[config.mk]
export PLATFORM = sky130hd
export DESIGN_NAME = reg_writer
export DESIGN_NICKNAME = d
export VERILOG_FILES = /design/src/rtl/reg_writer.sv
export SDC_FILE = /design/constraint.sdc
export NUM_CORES = 2
export LEC_CHECK = 0
export ABC_AREA = 1
export BUFFER_PORTS_ARGS = -buffer_cell sky130_fd_sc_hd__buf_2
export CAP_MARGIN = 10
export CORE_AREA = 4 4 300 302
export CTS_BUF_LIST = sky130_fd_sc_hd__clkbuf_4
export DETAILED_ROUTE_END_ITERATION = 8
export DIE_AREA = 0 0 304 306
export PLACE_DENSITY = 0.64
export SYNTH_ARGS = -nofsm -noshare
export SYNTH_HDL_FRONTEND = slang
export SYNTH_SLANG_ARGS = --single-unit
export TNS_END_PERCENT = 10
[constraint.sdc]
create_clock -name clk -period 36.2 [get_ports clk]
set_clock_uncertainty 0.2 [all_clocks]
set_input_delay 5.43 -clock clk [delete_from_list [all_inputs] [get_ports clk]]
set_output_delay 5.43 -clock clk [all_outputs]
set_load 0.03 [all_outputs]
[src/rtl/reg_writer.sv]
// Writeback consumer: commits per-instruction beats into a 16-entry register file,
// holding loads in WAIT until the memory response (or timeout), with bypassed read ports.
module reg_writer #(
  parameter int XLEN         = 32,
  parameter int LOAD_TIMEOUT = 255,
  parameter int TO_W         = 8
) (
  input  logic            clk,
  input  logic            rst,
  input  logic [3:0]      wb_rd,
  input  logic [3:0]      wb_mask,
  input  logic            wb_mre,
  input  logic [XLEN-1:0] alu_result,
  input  logic [XLEN-1:0] mem_rdata,
  input  logic            mem_rvalid,
  output logic            n_stall,
  input  logic [3:0]      rs1,
  input  logic [3:0]      rs2,
  output logic [XLEN-1:0] rdata1,
  output logic [XLEN-1:0] rdata2,
  output logic            load_err,
  output logic [31:0]     commit_cnt
);

  localparam int NB = XLEN / 8;
  localparam logic [TO_W-1:0] TO_LAST = TO_W'(LOAD_TIMEOUT - 1);
  localparam logic [TO_W-1:0] TO_ONE  = TO_W'(1);

  typedef enum logic {IDLE, WAIT} state_t;

  state_t          state;
  logic [TO_W-1:0] wait_cnt;
  logic [3:0]      lat_rd;
  logic [NB-1:0]   lat_mask;
  logic [XLEN-1:0] regs [16];

  logic            wr_vld;
  logic            wr_en;
  logic [3:0]      wr_rd;
  logic [NB-1:0]   wr_mask;
  logic [XLEN-1:0] wr_data;
  logic [XLEN-1:0] wr_new;

  function automatic logic [XLEN-1:0] merge_lanes(input logic [XLEN-1:0] old_val,
                                                  input logic [XLEN-1:0] new_val,
                                                  input logic [NB-1:0]   mask);
    logic [XLEN-1:0] r;
    r = old_val;
    for (int i = 0; i < NB; i++)
      if (mask[i]) r[8*i +: 8] = new_val[8*i +: 8];
    return r;
  endfunction

  // Select the beat that commits at the coming edge, if any.
  always_comb begin
    wr_vld  = 1'b0;
    wr_rd   = wb_rd;
    wr_mask = wb_mask;
    wr_data = alu_result;
    if (state == IDLE) begin
      if (!wb_mre) begin
        wr_vld = 1'b1;
      end else if (mem_rvalid) begin
        wr_vld  = 1'b1;
        wr_data = mem_rdata;
      end
    end else if (mem_rvalid) begin
      wr_vld  = 1'b1;
      wr_rd   = lat_rd;
      wr_mask = lat_mask;
      wr_data = mem_rdata;
    end
  end

  assign wr_en   = wr_vld && (wr_rd != 4'd0);
  assign wr_new  = merge_lanes(regs[wr_rd], wr_data, wr_mask);
  assign n_stall = (state == IDLE) && !(wb_mre && !mem_rvalid);

  // Read ports see the merged value of a write landing at the coming edge.
  assign rdata1 = (rs1 == 4'd0) ? '0 : (wr_en && wr_rd == rs1) ? wr_new : regs[rs1];
  assign rdata2 = (rs2 == 4'd0) ? '0 : (wr_en && wr_rd == rs2) ? wr_new : regs[rs2];

  always_ff @(posedge clk or posedge rst) begin
    if (rst) begin
      state      <= IDLE;
      wait_cnt   <= '0;
      lat_rd     <= '0;
      lat_mask   <= '0;
      load_err   <= 1'b0;
      commit_cnt <= '0;
      for (int i = 0; i < 16; i++) regs[i] <= '0;
    end else begin
      if (wr_en) begin
        regs[wr_rd] <= wr_new;
        commit_cnt  <= commit_cnt + 32'd1;
      end
      case (state)
        IDLE: begin
          if (wb_mre && !mem_rvalid) begin
            lat_rd   <= wb_rd;
            lat_mask <= wb_mask;
            wait_cnt <= '0;
            state    <= WAIT;
          end
        end
        WAIT: begin
          if (mem_rvalid) begin
            wait_cnt <= '0;
            state    <= IDLE;
          end else if (wait_cnt == TO_LAST) begin
            load_err <= 1'b1;
            wait_cnt <= '0;
            state    <= IDLE;
          end else begin
            wait_cnt <= wait_cnt + TO_ONE;
          end
        end
        default: state <= IDLE;
      endcase
    end
  end

endmodule

# After elaboration in Yosys (flattened, before gate mapping)
# Index checks and enable logic that the tools add are counted.
# op_classes
n_mul	0
reduce_logical	13
n_eq_ne	4
div_mod_pow	0
shift	0
n_mux	38
bitwise	5
n_addsub	2
n_lt_le_gt_ge	4
# ops
op	n
$bwmux W512	1
$mux W32	14
$bmux W32 S4	3
$demux W32 S4	1
$mux W8	7
$add A32 B1 Y32 const B	1
$mux W4	4
$pmux W8 S2	1
$ge A5 B5 Y1 const B	3
$not A4 Y5	3
$add A8 B1 Y8 const B	1
$eq A4 B4 Y1	2
$eq A8 B8 Y1 const B	1
$logic_not A4 Y1	2
$logic_and A1 B1 Y1	6
$mux W1	6
$lt A5 B1 Y1 const B	1
$reduce_bool A4 Y1	1
$reduce_and A3 Y1	1
$logic_not A1 Y1	2
$ne A2 B1 Y1 const B	1
$not A1 Y1	2
$pmux W1 S2	1
$reduce_and A2 Y1	1
# totals
n_memories	0
latch_bits	0
ff_bits	562
mem_bits_rw	0
rom_bits	0
out_inout_bits	98
in_bits	84

# Logic depth before layout (Yosys ltp)
# depth
ltp_word	9
ltp_mapped	18

# Worst setup path before layout
# Ideal clock, no wire load.
# synth_path
kind	input -> output
start	in rs1[1]
end	out rdata1[30]
arrival_ps	7194
required_time_ps	30570
slack_ps	23376
n_path_buf	3
cell_stages	11
path_cell_list	clkbuf_1 > clkbuf_1 > buf_1 > o21ai_0 > o21ai_0 > nand2_1 > nand3_1 > nand2_1 > nand2_1 > nand2_1 > a21oi_1
# synth_via
elab_chain_cells	6
# synth_rtl
element	line	source
start: declaration	17	input logic [3:0] rs1,
$not A4 Y5 (not written as such)	80	assign rdata1 = (rs1 == 4'd0) ? '0 : (wr_en && wr_rd == rs1) ? wr_new : regs[rs1];
$bmux W32 S4	80	
$mux W32 (not written as such) (2 in series)	80	
$mux W32	80	
$mux W32 *	80	
end: declaration	19	output logic [XLEN-1:0] rdata1,
# Mark *: on every way between the ends. The rest lies on a longest branch, timed or not. The select of a mux whose other input is x is not followed.

# Worst setup path after layout
# layout_path
start	in mem_rvalid
end	out rdata2[22]
# layout_via
elab_chain_cells	9
# layout_rtl
element	line	source
start: declaration	15	input logic mem_rvalid,
$mux W4	67	end else if (mem_rvalid) begin
$mux W4	60	if (state == IDLE) begin
$not A4 Y5 (not written as such)	76	assign wr_new = merge_lanes(regs[wr_rd], wr_data, wr_mask);
$bmux W32 S4	76	
$mux W32 (not written as such) (2 in series)	76	
$mux W8	50	if (mask[i]) r[8*i +: 8] = new_val[8*i +: 8];
$mux W32 * (2 in series)	81	assign rdata2 = (rs2 == 4'd0) ? '0 : (wr_en && wr_rd == rs2) ? wr_new : regs[rs2];
end: declaration	20	output logic [XLEN-1:0] rdata2,
# Marks and branches as above.

==> metrics.csv <==
stage;metric;value;unit
yosys;top post-synthesis cells by count;nand2_1, o21ai_0, a21oi_1;
yosys;ys flop type;dfrtp_1;
timing;Slew @ Worst Pin;1.22;ns
yosys;Post-synth EDFFs;0;
global_route;vias in the first global route;40966;
timing;Final setup viols;0;
clock_network;hold buffer count at cts;0;
worst_hold_path;Tightest Hold Check Type;reg -> reg;
flow_run;total of max-cap violations;0;
die;Core Area;87700;um^2
yosys;Mapped Area;39100;um^2
route;Antenna Violating Nets Remaining;0;
die;Die X;304;um
pwr;switch share;0.445;
yosys;cell taking the most area after synthesis;dfrtp_1;
cells_and_area;fin cells;7570;
route;Vias/cell;5.87;
yosys;asr flop ratio synth;1.00;
die;die area;93000;um^2
timing;min cycle time layout;15.71;ns
timing;headroom to the max-slew limit;0.186;
clock_network;latest clock arrival within the worst-skew pair;1.11;ns
clock_network;Num CTS Buffers;164;
die;row count;109;
cells_and_area;Final nets;6359;
timing;max-slew violation count;0;
timing;fin crit share;0.434;
clock_network;Setup Fix Bufs, Post-CTS;0;
timing;setup total negative slack;0;ns
cells_and_area;Synth-to-Final Area Change;7.84;%
yosys;Synth Area per Inst;6.17;um^2
clock_network;# clock sinks;562;
yosys;post-synth top area share;0.359;
clock_network;H-tree levels;4;
clock_network;clk slew on worst S/H paths;0.06;ns
placed_design;port bufs;181;
yosys;most frequent cell after synthesis;nand2_1;
placed_design;Setup WS pre-CTS;20.65;ns
die;Die Y;306;um
yosys;Cells after Synth;6345;
route;TritonRoute pass-1 iters;8;
pwr;switching pwr;1.26;mW
setup_path;crit path max fanout;140;
yosys;total number of yosys warnings;0;
route;Detailed Route WL;175000;um
yosys;Yosys reg bits;562;
pwr;clock power share;0.222;
cells_and_area;share of cells above drive strength 1;0.0972;
pwr;LEAKAGE;22.4;nW
pwr;Max VDD drop;32.6;uV
global_route;gr usage total;0.362;
pwr;Gate power share;0.386;
clock_network;CTS tree;yes;
global_route;first-pass GRT wire length;258000;um
cells_and_area;filler instances;9210;
yosys;top post-synthesis cells by area;dfrtp_1, nand2_1, o21ai_0;
setup_path;critical path class;in -> out;
yosys;sequential-to-total area share from yosys stat;0.359;
route;initial drt markers;6266;
pwr;part of the power in registers;0.393;
die;initial core utilization;0.446;
setup_path;crit start category;primary input;
pwr;Int Power;1.56;mW
pwr;PwrDens;66.8;nW/um^2
run_status;outcome;complete, no violations;
yosys;Synth cell types;38;
timing;Worst Hold Slack;0.179;ns
placed_design;Post-DP Area;40100;um^2
global_route;grt total ovfl;0;
global_route;largest net degree at the start of global routing;205;
setup_path;Critical Path RT;30.57;ns
clock_network;root buf cell;clkbuf_4;
placed_design;placed insts;7271;
route;via count;44420;
timing;RSZ-0062 raised after global routing;no;
yosys;Synth Net Count;6432;
setup_path;CP Capture Type;output port;
route;DR WL/cell;23.1;um
die;IO Pins;182;
clock_network;post-cts resize count;0;
placed_design;Post-DP HPWL;93200;um
clock_network;worst-case clock buffer depth;3;
setup_path;Worst EP arrival;10.08;ns
timing;final hold vios;0;
route;Residual DRC;0;
placed_design;RD Place Congestion;0.891;
timing;Max Freq;63.6;MHz
timing;setup slack after layout;20.49;ns
global_route;initial antenna violation count;6;
cells_and_area;final instance area;42200;um^2
-- layout make-up --
type                    count  area (um^2)  area share
diodes                      8         20.0    0.000474
clock buffers             241         1810      0.0429
clock inverters            50          263     0.00622
inverters                 538         2050      0.0485
multi-input cells        4741        21000       0.497
flip-flops and latches    562        14100       0.333
well taps                1165         1460      0.0345
repair buffers            265         1590      0.0376
-- flip-flops by register name, indices dropped and copies added (netlist names) --
signal / cells
lat_rd: 4
load_err: 1
state: 1
regs: 512
lat_mask: 4
commit_cnt: 32
wait_cnt: 8
-- placed cells by master, fill, tap and decap left out, types with 6 or more instances in the layout --
master and n:
a21oi_1 638, buf_2 175, buf_4 85, clkbuf_4 241, clkinv_1 37, clkinv_2 8, dfrtp_1 562, diode_2 8
inv_1 505, inv_2 27, nand2_1 2602, nand2_2 44, nand3_1 550, nand3b_1 41, nand4_1 8, nor2_1 78
nor3_1 17, nor4_1 6, o21ai_0 653, o21bai_1 26, xnor2_1 8, xor2_1 30
-- power groups by stage --
stage	Combinational, mW	Sequential, mW	Clock (mW)
after floorplan	0.801	1.06	0
final	1.09	1.11	0.625
after detailed placement	1.06	1.10	0
after global routing	1.22	1.14	0.666
after global placement	1.04	1.10	0
after CTS	1.06	1.09	0.633
-- critical path, stage by stage --
cell,delay [ns]
buf_2,0.24
nand2_4,0.19
nand2_4,0.41
nand2_8,0.68
nor2_1,0.53
nand2_1,0.11
nand2_2,0.30
inv_2,0.24
nand3_2,0.12
buf_4,0.50
inv_2,0.58
nand3_1,0.25
nand2_1,0.07
inv_1,0.06
buf_2,0.19
-- logic make-up (layout without fill, tap and decap cells) --
group	Yosys count	in the layout	share of synthesized area
simple gates	3367	3367	0.350
other cells	0	8	0
fa+ha+maj	3	3	0.000959
mux	2	2	0.000575
flops	562	562	0.359
compound gates	1331	1331	0.173
buf+inv	1042	1094	0.108
xor+xnor	38	38	0.00850
-- worst paths after layout --
check / cells past startpoint / startpoint / endpoint / slack (ns)
worst max-delay path: 15 / mem_rvalid / rdata2[22] / 20.49
worst min-delay path: 0 / regs[506] / regs[506] / 0.18
worst max register to register: 11 / state / regs[54] / 30.48
worst min register to register: 0 / regs[506] / regs[506] / 0.18
max in group asynchronous: 4 / rst / regs[173] / 28.92
min in group asynchronous: 2 / rst / regs[192] / 4.37
-- metal layers --
metal / up-vias / GRT usage / routed length [um]
met5: - / 0 / 0
met4: 0 / 0.227 / 11700
met3: 725 / 0.0992 / 23500
met2: 3239 / 0.541 / 73500
met1: 20341 / 0.467 / 66100
li1: 20115 / - / -
-- per-stage QoR --
step / util / power (mW)
after floorplan: - / 1.86
after global placement: 0.458 / 2.14
after detailed placement: 0.458 / 2.16
after CTS: 0.481 / 2.79
after global routing: 0.481 / 3.03
final: 0.481 / 2.82
(Power assumes the default switching activity.)
